File: config.mk
export PLATFORM = sky130hd
export DESIGN_NAME = letter_commit_flat
export DESIGN_NICKNAME = d
export VERILOG_FILES = /design/src/rtl/letter_commit_if.sv /design/src/rtl/letter_commit.sv /design/src/flat_wrapper.sv
export SDC_FILE = /design/constraint.sdc
export NUM_CORES = 1
export LEC_CHECK = 0
export CORE_MARGIN = 2
export CORE_UTILIZATION = 31
export DETAILED_ROUTE_END_ITERATION = 7
export GPL_ROUTABILITY_DRIVEN = 0
export PLACE_DENSITY = 0.46
export SYNTH_ARGS = -nofsm -noshare
export SYNTH_HDL_FRONTEND = slang
export SYNTH_SLANG_ARGS = --single-unit
File: constraint.sdc
create_clock -name clk_in -period 3.3 [get_ports clk_in]
set_input_delay 0.495 -clock clk_in [delete_from_list [all_inputs] [get_ports clk_in]]
set_output_delay 0.495 -clock clk_in [all_outputs]
set_load 0.02 [all_outputs]
File: src/rtl/letter_commit_if.sv
// rtl/letter_commit_if.sv - classifier/button inputs and display/scroll outputs of letter_commit
interface letter_commit_if;
    logic        class_valid_in;
    logic [4:0]  class_letter_in;
    logic        btn_up_in;
    logic        btn_down_in;
    logic        data_valid_out;
    logic [4:0]  data_out;
    logic [1:0]  scroll_dir_out;
    logic [10:0] char_count_out;

    modport master (
        output class_valid_in, class_letter_in, btn_up_in, btn_down_in,
        input  data_valid_out, data_out, scroll_dir_out, char_count_out
    );

    modport slave (
        input  class_valid_in, class_letter_in, btn_up_in, btn_down_in,
        output data_valid_out, data_out, scroll_dir_out, char_count_out
    );
endinterface

File: src/rtl/letter_commit.sv
// rtl/letter_commit.sv - commits a letter after a stable classifier run; scroll buttons with auto-repeat
module letter_commit #(
    parameter int STABLE_COUNT  = 8,
    parameter int REPEAT_CYCLES = 1_000_000
) (
    input  logic           clk_in,
    input  logic           rst_in,
    letter_commit_if.slave bus
);
    typedef enum logic [1:0] {S_IDLE, S_TRACK, S_HELD} state_t;

    localparam logic [7:0]  STABLE_LAST = 8'(STABLE_COUNT);
    localparam logic [23:0] REPEAT_LAST = 24'(REPEAT_CYCLES - 1);
    localparam logic [10:0] COUNT_WRAP  = 11'd1024;

    state_t      state_q, state_d;
    logic [4:0]  cand_q, cand_d;
    logic [7:0]  run_q, run_d;
    logic        data_valid_q, data_valid_d;
    logic [4:0]  data_q, data_d;
    logic [10:0] count_q, count_d;
    logic        commit;
    logic [4:0]  code;
    logic        is_letter;

    logic [1:0]  hist_q, hist_d;
    logic        armed_q, armed_d;
    logic        active_q, active_d;
    logic [23:0] timer_q, timer_d;
    logic [1:0]  scroll_q, scroll_d;
    logic        down_only, up_only, prev_down_only, prev_up_only;

    assign code      = bus.class_letter_in;
    assign is_letter = (code >= 5'd1) && (code <= 5'd27);

    always_comb begin
        state_d = state_q;
        cand_d  = cand_q;
        run_d   = run_q;
        commit  = 1'b0;
        if (bus.class_valid_in) begin
            if (code == 5'd0) begin
                state_d = S_IDLE;
                run_d   = 8'd0;
            end else if (is_letter) begin
                case (state_q)
                    S_IDLE: begin
                        state_d = S_TRACK;
                        cand_d  = code;
                        run_d   = 8'd1;
                    end
                    S_TRACK: begin
                        if (code == cand_q) begin
                            run_d = run_q + 8'd1;
                            if (run_q + 8'd1 == STABLE_LAST) begin
                                commit  = 1'b1;
                                state_d = S_HELD;
                            end
                        end else begin
                            cand_d = code;
                            run_d  = 8'd1;
                        end
                    end
                    S_HELD: begin
                        // Holding the committed letter must not re-commit it
                        if (code != cand_q) begin
                            state_d = S_TRACK;
                            cand_d  = code;
                            run_d   = 8'd1;
                        end
                    end
                    default: begin
                        state_d = S_IDLE;
                        run_d   = 8'd0;
                    end
                endcase
            end
        end
    end

    always_comb begin
        data_valid_d = commit;
        data_d       = commit ? cand_q : 5'd0;
        count_d      = count_q;
        if (commit) begin
            count_d = (count_q == COUNT_WRAP) ? 11'd1 : count_q + 11'd1;
        end
    end

    assign down_only      = bus.btn_down_in & ~bus.btn_up_in;
    assign up_only        = bus.btn_up_in & ~bus.btn_down_in;
    assign prev_down_only = hist_q[0] & ~hist_q[1];
    assign prev_up_only   = hist_q[1] & ~hist_q[0];

    // armed_q stays low for the first cycle out of reset so a button held
    // through reset only loads the history instead of counting as a press.
    always_comb begin
        hist_d   = {bus.btn_up_in, bus.btn_down_in};
        armed_d  = 1'b1;
        active_d = 1'b0;
        timer_d  = 24'd0;
        scroll_d = 2'd0;
        if (armed_q && (down_only || up_only)) begin
            if ((down_only && !prev_down_only) || (up_only && !prev_up_only)) begin
                scroll_d = down_only ? 2'd1 : 2'd2;
                active_d = 1'b1;
            end else if (active_q) begin
                active_d = 1'b1;
                if (timer_q == REPEAT_LAST) begin
                    scroll_d = down_only ? 2'd1 : 2'd2;
                end else begin
                    timer_d = timer_q + 24'd1;
                end
            end
        end
    end

    always_ff @(posedge clk_in or posedge rst_in) begin
        if (rst_in) begin
            state_q      <= S_IDLE;
            cand_q       <= 5'd0;
            run_q        <= 8'd0;
            data_valid_q <= 1'b0;
            data_q       <= 5'd0;
            count_q      <= 11'd0;
            hist_q       <= 2'd0;
            armed_q      <= 1'b0;
            active_q     <= 1'b0;
            timer_q      <= 24'd0;
            scroll_q     <= 2'd0;
        end else begin
            state_q      <= state_d;
            cand_q       <= cand_d;
            run_q        <= run_d;
            data_valid_q <= data_valid_d;
            data_q       <= data_d;
            count_q      <= count_d;
            hist_q       <= hist_d;
            armed_q      <= armed_d;
            active_q     <= active_d;
            timer_q      <= timer_d;
            scroll_q     <= scroll_d;
        end
    end

    assign bus.data_valid_out = data_valid_q;
    assign bus.data_out       = data_q;
    assign bus.scroll_dir_out = scroll_q;
    assign bus.char_count_out = count_q;
endmodule

File: src/flat_wrapper.sv
// flat-port wrapper written by rule: the top's interface ports become plain ports
module letter_commit_flat 
#(
    parameter int STABLE_COUNT  = 8,
    parameter int REPEAT_CYCLES = 1_000_000
)
  (clk_in, rst_in, bus_class_valid_in, bus_class_letter_in, bus_btn_up_in, bus_btn_down_in, bus_data_valid_out, bus_data_out, bus_scroll_dir_out, bus_char_count_out);
  letter_commit_if bus_i ();
  input  logic clk_in;
  input  logic rst_in;
  input wire logic [$bits(bus_i.class_valid_in)-1:0] bus_class_valid_in;
  input wire logic [$bits(bus_i.class_letter_in)-1:0] bus_class_letter_in;
  input wire logic [$bits(bus_i.btn_up_in)-1:0] bus_btn_up_in;
  input wire logic [$bits(bus_i.btn_down_in)-1:0] bus_btn_down_in;
  output wire logic [$bits(bus_i.data_valid_out)-1:0] bus_data_valid_out;
  output wire logic [$bits(bus_i.data_out)-1:0] bus_data_out;
  output wire logic [$bits(bus_i.scroll_dir_out)-1:0] bus_scroll_dir_out;
  output wire logic [$bits(bus_i.char_count_out)-1:0] bus_char_count_out;
  assign bus_i.class_valid_in = bus_class_valid_in;
  assign bus_i.class_letter_in = bus_class_letter_in;
  assign bus_i.btn_up_in = bus_btn_up_in;
  assign bus_i.btn_down_in = bus_btn_down_in;
  assign bus_data_valid_out = bus_i.data_valid_out;
  assign bus_data_out = bus_i.data_out;
  assign bus_scroll_dir_out = bus_i.scroll_dir_out;
  assign bus_char_count_out = bus_i.char_count_out;
  letter_commit #(.STABLE_COUNT(STABLE_COUNT), .REPEAT_CYCLES(REPEAT_CYCLES)) u_core (.clk_in(clk_in), .rst_in(rst_in), .bus(bus_i));
endmodule
* After elaboration in Yosys (flattened, before gate mapping)
Cells that the tools add are included.
** Word-level totals
- Register bits :: 62
- Logic and storage cells :: 86
** Cells by class
- Add/subtract/negate cells :: 3
- Order comparisons :: 2
- Equality and inequality tests :: 12
- Mux-type cells :: 34
- Bitwise gates (word level) :: 9
- Reductions and logical operators :: 15
** Operators with widths (count)
- $mux W24 :: 4
- $mux W8 :: 4
- $add A24 B1 Y24 const B :: 1
- $eq A24 B20 Y1 const B :: 1
- $pmux W8 S3 :: 1
- $mux W2 :: 10
- $mux W5 :: 3
- $pmux W5 S3 :: 1
- $add A11 B1 Y11 const B :: 1
- $eq A11 B11 Y1 const B :: 1
- $mux W11 :: 1
- $mux W1 :: 9
- $ne A3 B1 Y1 const B :: 3
- $add A8 B1 Y8 const B :: 1
- $eq A8 B4 Y1 const B :: 1
- $pmux W2 S3 :: 1
- $reduce_and A6 Y1 :: 1
- $eq A5 B5 Y1 :: 1
- $ge A5 B1 Y1 const B :: 1
- $le A5 B5 Y1 const B :: 1
- $logic_not A5 Y1 :: 1
- $ne A5 B5 Y1 :: 1
- $not A1 Y1 :: 5
- $reduce_and A5 Y1 :: 1
- other kinds (12) :: 20

* Longest topological paths before layout
- Depth after elaboration :: 9
- Gate-level depth with buffers :: 7
- Depth with buffers taken out :: 6

* Worst setup path before layout
Ideal clock, no wire load.
- Kind :: input to register
- From :: input port bus_class_letter_in[1]
- To :: register u_core.count_q[3] (netlist: u_core.bus.char_count_out[3])
- Data arrival time :: 1.674 ns
- Setup slack :: 1.495 ns
- Stages :: 6
- Buffers on the path :: 1
- Path through :: xnor2_1 -> nand3_2 -> nor4b_4 -> buf_6 -> nand4_1 -> xnor2_1
** Between the ends
- Cells in the longest elaborated chain, start to end :: 6
- Elaborated cells on any way between the ends :: 10
** RTL lines
- start: declaration :: RTL line flat_wrapper.sv:12 : input wire logic [$bits(bus_i.class_letter_in)-1:0] bus_class_letter_in;
- branches (longest 4 deep; another with $ge A5 B1 Y1)
- $mux W1 (*) :: RTL line letter_commit.sv:42 : if (code == 5'd0) begin
- $mux W1 (*) :: RTL line letter_commit.sv:41 : if (bus.class_valid_in) begin
- end signal: assignment :: RTL line letter_commit.sv:137 : count_q <= count_d;
- end: declaration :: RTL line letter_commit.sv:21 : logic [10:0] count_q, count_d;
Mark *: on every way between the ends.
A chain may end at the register's enable or synchronous reset.

* Worst setup path after layout
- From :: input port bus_class_letter_in[4]
- To :: register u_core.count_q[4] (netlist: u_core.bus.char_count_out[4])
The elaborated chain is that of the path after synthesis.

==> reports/metrics.cfg <==
[outcome]
outcome = finished, final reports clean

[setup_path]
worst-path-max-fanout = 10
r2r.worst_path.cells = 7
setup.worst_path.start = bus_class_letter_in[4]
worst_ep_required_time_ns = 3.52
cp_slowest_stage_delay_ns = 0.58
setup.reg_to_reg.worst_slack_ns = 1.03
critical_path.reg2reg.endpoint = u_core.bus.data_out[2]
critPathLaunchType = input pin
worst-setup-path-type = in -> reg
r2r-start = u_core.run_q[0]
critPathCaptureType = flip-flop
critPathArrivalTime_ns = 2.59
critical_path.most_common_cell = xnor2_1
critical_path.cell_chain = clkdlybuf4s50_1 -> xnor2_1 -> nand3_2 -> nor4b_4 -> buf_4 -> nand4_1 -> xnor2_1
crit_path_top_delay_cell = nor4b_4

[clock_tree]
cts_setup_buffers = 0
cts_resized = 0
cts_tree = built
clkLatencyLatePin_ns = 0.35
htree_levels = 3
max-clock-path-buffers = 2
numCtsBuffers = 9
cts.sinks = 62
cts.hold.buffers_added = 0
clockRootBuffer = clkbuf_8
clk_transition_reported_paths_ns = 0.07

[grt]
first_pass_grt_wire_length_mm = 11.93
grt_overflow_total = 0
antenna_found_initial = 0
global_route.usage.total_pct = 13.68
first_global_vias = 2370
grt_start_max_net_pins = 30

[power]
vdd_ir_drop_max_mv = 0.2155
power_density_nw_per_um2 = 432.0
post-layout-total-power_uw = 1647
p_leak_uw = 0.001594

[timing]
worst_setup_margin_ns = 0.9298
report.final.hold_viol_count = 0
finalCriticalPeriod_ns = 2.370
tightest_slew_ns = 0.7780
worst_hold_slack_across_all_endpoints_ns = 0.5243
totalNegativeSetupSlack_ns = 0
unrepaired_setup_endpoints_after_global_routing = false
setup_viol = 0
maxClockFrequency_mhz = 421.9
finalClockSkew_ns = 0.01272
final_min_period_over_clock_period_pct = 71.82
count_of_pins_over_their_slew_limit = 0
max_slew_margin_pct = 48.13

[synthesis]
post_synth_and_or_nand_nor_area_fraction_pct = 25.68
synthesized_area_fraction_occupied_by_adder_cells_pct = 2.782
synth_xor_area_share_pct = 9.459
synth_compound_gate_area_share_pct = 7.989
mapped_area_um2 = 3148
synth_cell_type_count = 47
yosys_register_bits = 62
top_flip_flop_cell_by_instance_count_after_synthesis = dfrtp_1
combinational_family_with_the_most_area_after_synthesis = simple AND/OR/NAND/NOR gates
synthesis.yosys.warnings = 0
synthesis.nets = 323
postSynthCellCount = 306
postSynth.asyncResetShare_pct = 100.0
postSynthAreaPerCell_um2 = 10.29
synth_enable_flop_cells = 0
synth_seq_area_share_pct = 49.28
synthMuxAreaShare_pct = 2.146

[route]
route.detailed.drc = 0
routed_wirelength_mm = 6.794
1st_pass_router_iterations = 4
detail-route-antenna-nets = 0
vias_after_detailed_routing = 2355
route.detailed.vias_per_inst = 4.906
routed_wire_length_per_instance_um = 14.15
drt_iter0_drc = 111

[die]
core_um2 = 9819
floorplan.rows = 36
die_h_um = 104.8
die_area_um2 = 10980
ioPinCount = 29
die_w_um = 104.8
initial_core_util_pct = 32.06

[placed_design]
pre_cts_slack_ns = 0.6153
place.port_buffers = 28
dp_hpwl_mm = 4.736

[run]
drv_cap = 0

[layout]
layout_commonest_cell = dfrtp_1
num-nets-final = 359
fillCellCount = 1020
antenna_cells_inserted = 0
layout_common_cells = 62 x dfrtp_1, 36 x nor2_1, 28 x clkdlybuf4s50_1, 20 x xnor2_1, 20 x nand4_1
drive_gt1_share_pct = 10.09
area_growth_syn_to_layout_pct = 21.11

[worst_hold_path]
hold_path_class = reg -> reg
holdPathEnd = u_core.bus.data_out[0]
hold_path_depth = 1
worstHoldStart = u_core.cand_q[0]

[worst max-delay path, delay by kind of cell]
kind          cells  cell delay (ns)
xor+xnor          2             0.40
buf+inv           2             0.78
simple gates      3             0.90
[cells in the mapped netlist, types with 2 or more instances]
library cell / count / share of area (%)
and3_1: 8 / 1.6
dfrtp_1: 62 / 49
xnor2_1: 20 / 5.6
a22o_1: 2 / 0.56
ha_1: 7 / 2.8
and3b_1: 2 / 0.56
xor2_1: 14 / 3.9
a221o_1: 6 / 1.9
nand2_1: 16 / 1.9
nand2b_1: 2 / 0.40
and4_1: 7 / 1.9
nand3_1: 16 / 2.5
a21o_1: 2 / 0.48
buf_2: 4 / 0.64
nor4_1: 11 / 2.2
nor3_1: 9 / 1.4
clkbuf_1: 3 / 0.36
a21oi_1: 4 / 0.64
or2_2: 2 / 0.40
nor2b_1: 3 / 0.60
and2_1: 9 / 1.8
o21ai_0: 4 / 0.64
nor2_1: 36 / 4.3
inv_1: 10 / 1.2
mux2_2: 6 / 2.1
nand4_1: 20 / 4.0
[routing by layer]
layer	GRT usage (%)	wire, µm	up-vias
met2	18.37	2748	29
met4	4.857	83	0
met1	20.67	3728	1133
met5	0	0	-
li1	-	-	1184
met3	3.868	233	9
[area by class of cell]
class | instances | area (µm²) | share of cell area [%]
inverters | 10 | 37.54 | 0.9846
multi-input cells | 226 | 1516 | 39.78
flip-flops and latches | 62 | 1551 | 40.70
well taps | 133 | 166.4 | 4.365
clock buffers | 10 | 137.6 | 3.610
repair buffers | 33 | 317.8 | 8.336
clock inverters | 6 | 85.08 | 2.232
[metrics by stage]
| step | instance area [µm²] | util [%] | cells |
|---|---|---|---|
| floorplan | 3148 | - | 306 |
| global placement | 3590 | 36.56 | 464 |
| detailed placement | 3590 | 36.56 | 464 |
| CTS | 3812 | 38.83 | 480 |
| global route | 3812 | 38.83 | 480 |
| finish | 3812 | 38.83 | 480 |
[logic make-up after synthesis]
group           Yosys count
compound gates           31
xor+xnor                 34
fa+ha+maj                 7
buf+inv                  18
flops                    62
mux                       6
other cells               1
simple gates            147
[worst max-delay path by stage]
| stage | end | slack [ns] |
|---|---|---|
| finish | u_core.bus.char_count_out[4] | 0.93 |
| global route | u_core.bus.data_out[2] | 0.76 |
| CTS | u_core.bus.char_count_out[4] | 0.96 |
| detailed placement | u_core.bus.char_count_out[4] | 0.62 |
| global placement | u_core.bus.char_count_out[4] | 0.63 |
| floorplan | u_core.active_q | 1.26 |
[power breakdown]
group          switching (µW)  leakage, µW  internal (µW)
Combinational            61.3     0.000650           43.8
Sequential               17.2     0.000836            775
Clock                     307     0.000108            443
[sequential cells by signal, indices dropped and copies added, names as in the netlist]
name	count
u_core.timer_q	24
u_core.bus.char_count_out	11
u_core.run_q	8
u_core.bus.data_out	5
u_core.cand_q	5
u_core.bus.scroll_dir_out	2
u_core.hist_q	2
u_core.state_q	2
u_core.active_q	1
u_core.armed_q	1
u_core.bus.data_valid_out	1
Power figures use the tool's default switching activity.
